### src/rtl/systolic_ctrl.sv
// systolic_ctrl: sequencer for an N x N output-stationary MAC array.
// It clears the accumulators and then drives skewed feed enables and addresses
// so PE(i,j) sees operand pair t at FEED count i + j + t. It then steps a row
// selector over the finished accumulators and pulses done.
// Every output is a flop loaded from the next-state decode. No input reaches an
// output combinationally.
module systolic_ctrl #(
  parameter int N  = 4,
  parameter int AW = 8,
  localparam int RW = (N > 1) ? $clog2(N) : 1
) (
  input  logic            clk,
  input  logic            rst,
  input  logic            start,
  input  logic            abort,
  input  logic [AW-1:0]   k_len,
  output logic            clear,
  output logic [N-1:0]    feed_en,
  output logic [N*AW-1:0] feed_addr,
  output logic            rd_valid,
  output logic [RW-1:0]   rd_row,
  output logic            busy,
  output logic            done
);

  // FEED counter wide enough for k_len + 2N - 2 with headroom, so it never wraps
  localparam int CW = AW + $clog2(2 * N) + 1;

  typedef enum logic [2:0] {IDLE, CLEAR, FEED, READ, DONE} state_t;

  state_t          state, state_n;
  logic [CW-1:0]   f_q, f_n;
  logic [RW-1:0]   rd_q, rd_n;
  logic [AW-1:0]   k_q;
  logic            k_load;
  logic [CW-1:0]   k_ext;
  logic [CW-1:0]   f_end;
  logic [N-1:0]    en_n;
  logic [N*AW-1:0] addr_n;

  assign k_ext = {{(CW - AW){1'b0}}, k_q};
  assign f_end = k_ext + CW'(2 * N - 2);

  // Next-state and counter decode; abort cancels any active state, start only counts in IDLE
  always_comb begin
    state_n = state;
    f_n     = f_q;
    rd_n    = rd_q;
    k_load  = 1'b0;
    case (state)
      IDLE: begin
        if (start) begin
          state_n = CLEAR;
          k_load  = 1'b1;
        end
      end
      CLEAR: begin
        if (abort) begin
          state_n = IDLE;
        end else if (k_q == '0) begin
          state_n = READ;
          rd_n    = '0;
        end else begin
          state_n = FEED;
          f_n     = '0;
        end
      end
      FEED: begin
        if (abort) begin
          state_n = IDLE;
        end else if (f_q + CW'(1) == f_end) begin
          state_n = READ;
          rd_n    = '0;
        end else begin
          f_n = f_q + CW'(1);
        end
      end
      READ: begin
        if (abort) begin
          state_n = IDLE;
        end else if (rd_q == RW'(N - 1)) begin
          state_n = DONE;
        end else begin
          rd_n = rd_q + RW'(1);
        end
      end
      DONE: begin
        state_n = IDLE;
      end
      default: begin
        state_n = IDLE;
      end
    endcase
  end

  // Skew decode for the upcoming cycle: feed i is live for i <= f < i + k_len
  always_comb begin
    en_n   = '0;
    addr_n = '0;
    for (int i = 0; i < N; i++) begin
      if ((state_n == FEED) && (f_n >= CW'(i)) && (f_n < CW'(i) + k_ext)) begin
        en_n[i]              = 1'b1;
        addr_n[i*AW +: AW]   = AW'(f_n - CW'(i));
      end
    end
  end

  // Latch the inner-dimension length when a run is accepted
  always_ff @(posedge clk) begin
    if (k_load) begin
      k_q <= k_len;
    end
  end

  // State, counters and registered outputs
  always_ff @(posedge clk or posedge rst) begin
    if (rst) begin
      state     <= IDLE;
      f_q       <= '0;
      rd_q      <= '0;
      clear     <= 1'b0;
      feed_en   <= '0;
      feed_addr <= '0;
      rd_valid  <= 1'b0;
      rd_row    <= '0;
      busy      <= 1'b0;
      done      <= 1'b0;
    end else begin
      state     <= state_n;
      f_q       <= f_n;
      rd_q      <= rd_n;
      clear     <= (state_n == CLEAR);
      feed_en   <= en_n;
      feed_addr <= addr_n;
      rd_valid  <= (state_n == READ);
      rd_row    <= (state_n == READ) ? rd_n : '0;
      busy      <= (state_n == CLEAR) || (state_n == FEED) || (state_n == READ);
      done      <= (state_n == DONE);
    end
  end

endmodule

### config.mk
export PLATFORM = sky130hd
export DESIGN_NAME = systolic_ctrl
export DESIGN_NICKNAME = d
export VERILOG_FILES = /design/src/rtl/systolic_ctrl.sv
export SDC_FILE = /design/constraint.sdc
export NUM_CORES = 1
export LEC_CHECK = 0
export ABC_AREA = 1
export CAP_MARGIN = 20
export CELL_PAD_IN_SITES_DETAIL_PLACEMENT = 2
export CELL_PAD_IN_SITES_GLOBAL_PLACEMENT = 2
export CORE_ASPECT_RATIO = 0.6
export CORE_MARGIN = 8
export CORE_UTILIZATION = 25
export DETAILED_ROUTE_END_ITERATION = 8
export GPL_TIMING_DRIVEN = 0
export PLACE_DENSITY = 0.71
export SLEW_MARGIN = 40
export SYNTH_ARGS = -nofsm -noshare
export SYNTH_HDL_FRONTEND = slang
export SYNTH_SLANG_ARGS = --single-unit
### constraint.sdc
create_clock -name clk -period 2.84 [get_ports clk]
set_input_delay 0.852 -clock clk [delete_from_list [all_inputs] [get_ports clk]]
set_output_delay 0.852 -clock clk [all_outputs]
set_load 0.01 [all_outputs]
==> qor.csv, run 1 <==
stage,metric,value,unit
route,ANT nets after route,0,
worst_setup_path,Worst setup SP type,flip-flop,
logic_synthesis,post-synthesis adder-cell area fraction,10.2,%
finish,layout cell share with drive strength beyond 1,46.7,%
route,Vias/cell,5.13,
timing,RSZ-0062 raised after global routing,yes,
logic_synthesis,number of synthesized flops with an enable pin,8,
timing,setup ws final,-0.797,ns
logic_synthesis,cell count after synthesis,673,
finish,Fillers,2123,
die,die area,25600,um2
logic_synthesis,post-synthesis sequential area ratio,33.4,%
hold_path,Worst Hold Class,flip-flop to flip-flop,
timing,final hold vios,0,
place,placed inst area,6220,um2
run,maxcap violations,0,
die,Core Box Area,20100,um2
worst_setup_path,Required @ worst endpoint,3.10,ns
route,initial DRC count,302,
die,Core Rows,40,
timing,max_slew headroom,40.0,%
die,Die Height,127,um
worst_setup_path,critical path type,flip-flop to flip-flop,
finish,Final #Nets,910,
worst_setup_path,Critical Path End Type,flip-flop,
worst_setup_path,CP Data Arrival Time,3.89,ns
hold_path,Worst Min Path Start,rd_q[1]$_DFF_PP0_,
timing,fin crit share,128,%
global_routing,first-pass GRT wire length,38.6,mm
timing,clk_skew,0.0162,ns
run_status,status,"finished, violations left",
route,final wirelength,28.9,mm
logic_synthesis,Yosys reg bits,67,
place,routability cong.,0.808,
place,port buffer count,52,
logic_synthesis,syn_nets,727,
finish,multi-input gate area in the final layout,4120,um2
logic_synthesis,most numerous cell in the Yosys netlist,nand2_1,
route,vias post-DR,5817,
hold_path,Hold Crit Depth,2,
worst_setup_path,CP dominant cell by count,nand2_1,
logic_synthesis,mux contribution to synthesized area,0,%
logic_synthesis,Yosys cell types,44,
run_status,failing checks,setup timing,
worst_setup_path,"critical path fanouts, max",9,
die,# IOs,54,
die,Initial Util,25.6,%
global_routing,Tot GR Track Use,19.6,%
logic_synthesis,top-area cell type share of the netlist area,28.7,%
pwr,worst ir drop on vdd,0.302,mV
place,post-DP HPWL,15.5,mm
cts,Post-CTS Hold Fix Bufs,0,
cts,worst-skew pair later-pin latency,0.36,ns
logic_synthesis,Synth Area in XOR/XNOR,3.55,%
timing,Slew @ Worst Pin,0.897,ns
global_routing,largest net degree at the start of global routing,37,
timing,max-slew violations,0,
logic_synthesis,largest family of logic cells by synthesized area,simple AND/OR/NAND/NOR gates,
global_routing,initial antenna violation count,1,
timing,setup violators final,40,
timing,setup TNS,-25.55,ns
logic_synthesis,top area cells in the synthesized netlist,"dfrtp_1 29%, nand2_1 14%, ha_1 10%",
logic_synthesis,Netlist Area Pre-Place,5140,um2
global_routing,global route overflow,0,
logic_synthesis,most instantiated cells after synthesis,"186 x nand2_1, 87 x inv_1, 59 x dfrtp_1",
cts,CTS tree,built,
logic_synthesis,syn avg cell area,7.64,um2
pwr,Cell Pwr Density,989,nW/um2
cts,clock buffer depth,2,
finish,area grow syn2layout,65.0,%
timing,Max Clk Rate,275,MHz
cts,CTS sink count,67,
cts,Worst-path clk slew,0.07,ns
finish,Final Cell Area,8480,um2
worst_setup_path,Worst R2R Setup Slack,-0.80,ns
logic_synthesis,Synth area leader,dfrtp_1,
cts,CTS Buf Count,9,
logic_synthesis,ys async rst share,88.1,%
logic_synthesis,post-synthesis simple-gate area fraction,39.1,%
logic_synthesis,YS warnings,0,
worst_setup_path,slowest CP cell,dfrtp_1,
timing,Final Critical Period,3.64,ns
cts,CTS Root Cell,clkbuf_16,
cts,CTS HTree Levels,3,
pwr,Leak Pwr,3.96,nW
route,DRC violations left,0,
finish,FF/Latch Area,1730,um2
logic_synthesis,ys flop type,dfrtp_1,
hold_path,Worst Hold End,rd_q[1]$_DFF_PP0_,
route,wire per inst,25.5,um
logic_synthesis,Compound-Gate Fraction of Synth Area,5.94,%
route,First-pass DRT Iterations,5,
die,Die X-Extent,201,um
place,Setup WS pre-CTS,-0.981,ns
worst_setup_path,FF-to-FF path depth,25,
worst_setup_path,CP peak stage delay,0.34,ns
worst_setup_path,Worst R2R Start,f_q[2]$_DFF_PP0_,
worst_setup_path,reg2reg end,feed_addr[31]$_DFF_PP0_,
global_routing,vias in the first global route,6310,
[flip-flops by register name, summed over array words and instances, names as in the netlist]
name	count
feed_addr	32
feed_en	4
k_q	8
clear	1
busy	1
state	3
done	1
rd_q	2
f_q	12
rd_row	2
rd_valid	1
[logic make-up after synthesis]
family | after synthesis
flip-flops | 67
buffers and inverters | 104
XOR/XNOR | 20
AND/OR/NAND/NOR | 386
AO/OA/AOI/OAI | 54
adder cells (fa/ha/maj) | 42
[worst max-delay path, delay by kind of cell (launching register included)]
| family | cells | cell delay [ns] |
|---|---|---|
| AO/OA/AOI/OAI | 1 | 0.21 |
| adder cells (fa/ha/maj) | 1 | 0.17 |
| buffers and inverters | 4 | 0.60 |
| flip-flops | 1 | 0.34 |
| AND/OR/NAND/NOR | 19 | 2.20 |
[metal layers]
metal / vias up / global-route usage [%] / share of wire [%]
met3: 68 / 5.50 / 5.4
li1: 2540 / - / -
met4: 0 / 6.68 / 3.7
met5: - / 0 / 0
met2: 216 / 31.7 / 48
met1: 2993 / 24.9 / 43
[report_power, final]
group / switching, W / internal, W / leakage [nW]
logic: 0.00358 / 0.00224 / 2.94
clock network: 0.000510 / 0.000683 / 0.147
registers: 0.000155 / 0.00122 / 0.872
[repair_timing]
action | in CTS | in global routing
gates cloned | 5 | 2
pin swaps | 63 | 43
endpoints found under the setup margin | 38 | 40
resized for setup | 131 | 119
buffers inserted | 80 | 32
[worst max-delay path by stage]
stage | slack, ns | to | depth (start not counted) | startpoint
after global routing | -0.85 | feed_addr[31]$_DFF_PP0_ | 25 | f_q[2]$_DFF_PP0_
final | -0.80 | feed_addr[31]$_DFF_PP0_ | 25 | f_q[2]$_DFF_PP0_
after floorplan | -0.03 | feed_addr[25]$_DFF_PP0_ | 17 | abort
after CTS | -0.46 | feed_addr[17]$_DFF_PP0_ | 24 | f_q[0]$_DFF_PP0_
after global placement | -0.85 | feed_addr[25]$_DFF_PP0_ | 21 | f_q[0]$_DFF_PP0_
after detailed placement | -0.98 | feed_addr[6]$_DFF_PP0_ | 19 | f_q[0]$_DFF_PP0_
[layout by cell type (no fill, tap or decap), drive strengths merged]
cell	count
o21bai	3
ha	42
xor2	15
or2	1
nor4b	1
o22ai	1
nand4	13
or4	1
inv	101
clkbuf	11
nand3	55
nor2	71
o21ai	27
o21a	2
edfxtp	8
bufinv	1
dfrtp	59
nor4	4
nand2	214
o211ai	1
clkinvlp	2
clkinv	6
xnor2	5
nand3b	1
diode	1
clkdlybuf4s50	52
a21oi	20
buf	115
nor3	29
[cell type report]
| cell class | count | area share, % |
|---|---|---|
| Antenna cell | 1 | 0.0295 |
| Buffer | 3 | 0.354 |
| Clock buffer | 10 | 2.70 |
| Clock inverter | 6 | 0.752 |
| Inverter | 101 | 5.24 |
| Multi-Input combinational cell | 506 | 48.6 |
| Sequential cell | 67 | 20.3 |
| Tap cell | 273 | 4.03 |
| Timing Repair Buffer | 165 | 17.7 |
| Timing Repair inverter | 3 | 0.339 |
[metrics by stage]
| stage | util [%] | total power [W] | hold slack (ns) | cells |
|---|---|---|---|---|
| CTS | 38.8 | 0.00715 | 0.576 | 1100 |
| detailed placement | 31.0 | 0.00475 | 0.544 | 999 |
| floorplan | - | 0.00357 | 0.500 | 673 |
| global placement | 30.8 | 0.00456 | 0.529 | 998 |
| finish | 42.3 | 0.00839 | 0.644 | 1135 |
| global route | 42.3 | 0.00875 | 0.668 | 1134 |
No activity file was read; power rests on OpenSTA's default activity.
==> inputs of run 2 (changes only) <==
--- a/config.mk
+++ b/config.mk
@@ -12,9 +12,10 @@
 export CORE_ASPECT_RATIO = 0.6
 export CORE_MARGIN = 8
 export CORE_UTILIZATION = 25
+export CTS_CLUSTER_SIZE = 14
 export DETAILED_ROUTE_END_ITERATION = 8
 export GPL_TIMING_DRIVEN = 0
-export PLACE_DENSITY = 0.71
+export PLACE_DENSITY = 0.69
 export SLEW_MARGIN = 40
 export SYNTH_ARGS = -nofsm -noshare
 export SYNTH_HDL_FRONTEND = slang
==> constraint.sdc (replaced) <==
create_clock -name clk -period 4.7 [get_ports clk]
set_input_delay 1.41 -clock clk [delete_from_list [all_inputs] [get_ports clk]]
set_output_delay 1.41 -clock clk [all_outputs]
set_load 0.01 [all_outputs]
==> run 2 against run 1 <==
Net effect: the run now ends clean; clock power shrank 44%; combinational power shrank 66%; sequential power shrank 39%; global-route usage shrank 4.3 points; critical endpoint is now feed_addr[1]$_DFF_PP0_; highest routed layer unchanged.
==> qor.csv, run 2 (synthesis gave the netlist of run 1 again) <==
stage,metric,value,unit
run_status,status,"finished, final reports clean",
pwr,total power,0.00347,W
worst_setup_path,Worst Path Buf+Inv,6,
route,vias post-DR,4763,
place,placed insts,999,
cts,CTS tree,built,
cts,Post-CTS Hold Fix Bufs,0,
finish,"leading cell type in the layout, fill and taps excluded",nand2_1,
worst_setup_path,CP Data Arrival Time,4.73,ns
cts,CTS Root Cell,clkbuf_16,
route,ANT nets after route,0,
place,port buffer count,52,
timing,max-slew violations,0,
pwr,Internal Power,0.00181,W
timing,RSZ-0062 raised after global routing,no,
global_routing,initial antenna violation count,0,
cts,CTS HTree Levels,3,
timing,setup violators final,0,
hold_path,Worst Hold Class,flip-flop to flip-flop,
place,routability cong.,0.850,
worst_setup_path,slowest CP cell,o21a_1,
finish,register bank with the most flops,feed_addr,
timing,setup ws final,0.191,ns
worst_setup_path,cell family with most CP delay,compound AO/OA/AOI/OAI gates,
place,post-DP HPWL,15.7,mm
route,initial DRC count,228,
hold_path,Worst Min Path Start,rd_q[0]$_DFF_PP0_,
pwr,Clock power frac,19.1,%
pwr,switching pwr,0.00167,W
worst_setup_path,Required @ worst endpoint,4.92,ns
finish,Final #Nets,794,
worst_setup_path,Worst R2R Start,f_q[0]$_DFF_PP0_,
cts,clock buffer depth,2,
finish,Fillers,2303,
timing,max_slew headroom,52.3,%
timing,clk_skew,0.00964,ns
pwr,sequential power share,24.3,%
run,maxcap violations,0,
worst_setup_path,critical path type,input port to flip-flop,
worst_setup_path,reg2reg end,feed_addr[1]$_DFF_PP0_,
route,wire per inst,18.7,um
worst_setup_path,Worst setup SP type,input port,
cts,CTS sink count,67,
worst_setup_path,"Cell Chain, Critical Path","buf_2, clkinv_1, o211ai_1, nand3_1, inv_1, nand3_4, nand2_1, o21a_1, clkinvlp_4, buf_4, ha_1, inv_1, a21oi_1, o21ai_0, nand2_1, nand2_2, nor2_1",
die,Die Height,127,um
pwr,Leak Pwr,3.25,nW
place,Setup WS pre-CTS,-0.335,ns
cts,Worst-path clk slew,0.06,ns
finish,diode count,0,
worst_setup_path,Critical Path End Type,flip-flop,
global_routing,largest net degree at the start of global routing,37,
timing,final hold vios,0,
worst_setup_path,"critical path fanouts, max",9,
timing,Max Clk Rate,222,MHz
worst_setup_path,CP peak stage delay,0.41,ns
worst_setup_path,FF-to-FF path depth,23,
timing,Slew @ Worst Pin,0.708,ns
die,Die X-Extent,201,um
die,die area,25600,um2
cts,CTS Buf Count,9,
die,Initial Util,25.6,%
route,Vias/cell,4.68,
route,final wirelength,19.0,mm
timing,fin crit share,95.9,%
finish,area grow syn2layout,23.5,%
finish,Largest regs,"feed_addr (32), f_q (12), k_q (8)",
timing,Final Critical Period,4.51,ns
finish,layout cell share with drive strength beyond 1,16.0,%
route,DRC violations left,0,
worst_setup_path,Crit. Startpoint,abort,
hold_path,Worst Hold End,rd_q[0]$_DFF_PP0_,
finish,Util after Layout,31.6,%
global_routing,first-pass GRT wire length,30.6,mm
die,Core Rows,40,
cts,worst-skew pair later-pin latency,0.35,ns
finish,most frequent cells in the layout,"186 x nand2_1, 85 x inv_1, 59 x dfrtp_1, 55 x nor2_1, 52 x clkdlybuf4s50_1",
global_routing,global route overflow,0,
pwr,Sw Share,47.9,%
route,First-pass DRT Iterations,4,
worst_setup_path,Worst R2R Setup Slack,0.26,ns
die,# IOs,54,
finish,Largest register FFs,32,
pwr,Cell Pwr Density,547,nW/um2
die,Core Box Area,20100,um2
global_routing,Tot GR Track Use,15.3,%
pwr,Logic pwr share,56.6,%
global_routing,vias in the first global route,5288,
pwr,worst ir drop on vdd,0.174,mV
finish,fin cells,1017,
hold_path,Hold Crit Depth,2,
worst_setup_path,critical path depth in cells,17,
==> run 2: cell type report <==
type | count | area, um2 | area share [%]
Buffer | 3 | 17.5 | 0.276
Clock buffer | 12 | 268 | 4.22
Clock inverter | 3 | 21.3 | 0.335
Inverter | 101 | 392 | 6.17
Multi-Input combinational cell | 502 | 3030 | 47.7
Sequential cell | 67 | 1720 | 27.0
Tap cell | 273 | 342 | 5.38
Timing Repair Buffer | 56 | 563 | 8.87
==> run 2: power by group through the flow <==
stage | registers, W | clock network, W | logic (W)
floorplan | 0.000870 | 0 | 0.00120
global placement | 0.000841 | 0 | 0.00185
detailed placement | 0.000857 | 0 | 0.00195
CTS | 0.000848 | 0.000684 | 0.00197
global route | 0.000862 | 0.000703 | 0.00219
finish | 0.000845 | 0.000664 | 0.00197
==> run 2: worst max-delay path by stage <==
stage / slack (ns) / to
global route: 0.02 / feed_addr[0]$_DFF_PP0_
CTS: 0.03 / feed_addr[0]$_DFF_PP0_
global placement: -0.26 / feed_addr[7]$_DFF_PP0_
finish: 0.19 / feed_addr[1]$_DFF_PP0_
floorplan: 0.79 / feed_addr[24]$_DFF_PP0_
detailed placement: -0.34 / feed_addr[7]$_DFF_PP0_
==> run 2: what timing repair did <==
item / CTS / global route
buffers inserted: 0 / 3
endpoints found under the setup margin: 0 / 36
resized for setup: 0 / 1
==> run 2: worst register-to-register path, delay by kind of cell, from the launching register on <==
kind / cells / cell delay (ns)
AND/OR/NAND/NOR: 14 / 1.84
AO/OA/AOI/OAI: 3 / 0.82
adder cells (fa/ha/maj): 2 / 0.61
flip-flops: 1 / 0.58
buffers and inverters: 4 / 0.44
==> run 2: per-stage QoR <==
| stage | setup TNS [ns] | hold slack [ns] | cell area (um2) |
|---|---|---|---|
| detailed placement | -7.92 | 0.559 | 6030 |
| finish | 0 | 0.579 | 6350 |
| global placement | -4.63 | 0.530 | 6000 |
| CTS | 0 | 0.578 | 6320 |
| floorplan | 0 | 0.500 | 5140 |
| global route | 0 | 0.609 | 6350 |
==> run 2: per-layer routing <==
layer | vias up | wire, um | global-route usage, %
met5 | - | 0 | 0
met4 | 0 | 210 | 4.05
met3 | 15 | 867 | 3.48
met1 | 2381 | 9950 | 21.9
met2 | 69 | 7950 | 22.6
li1 | 2298 | - | -
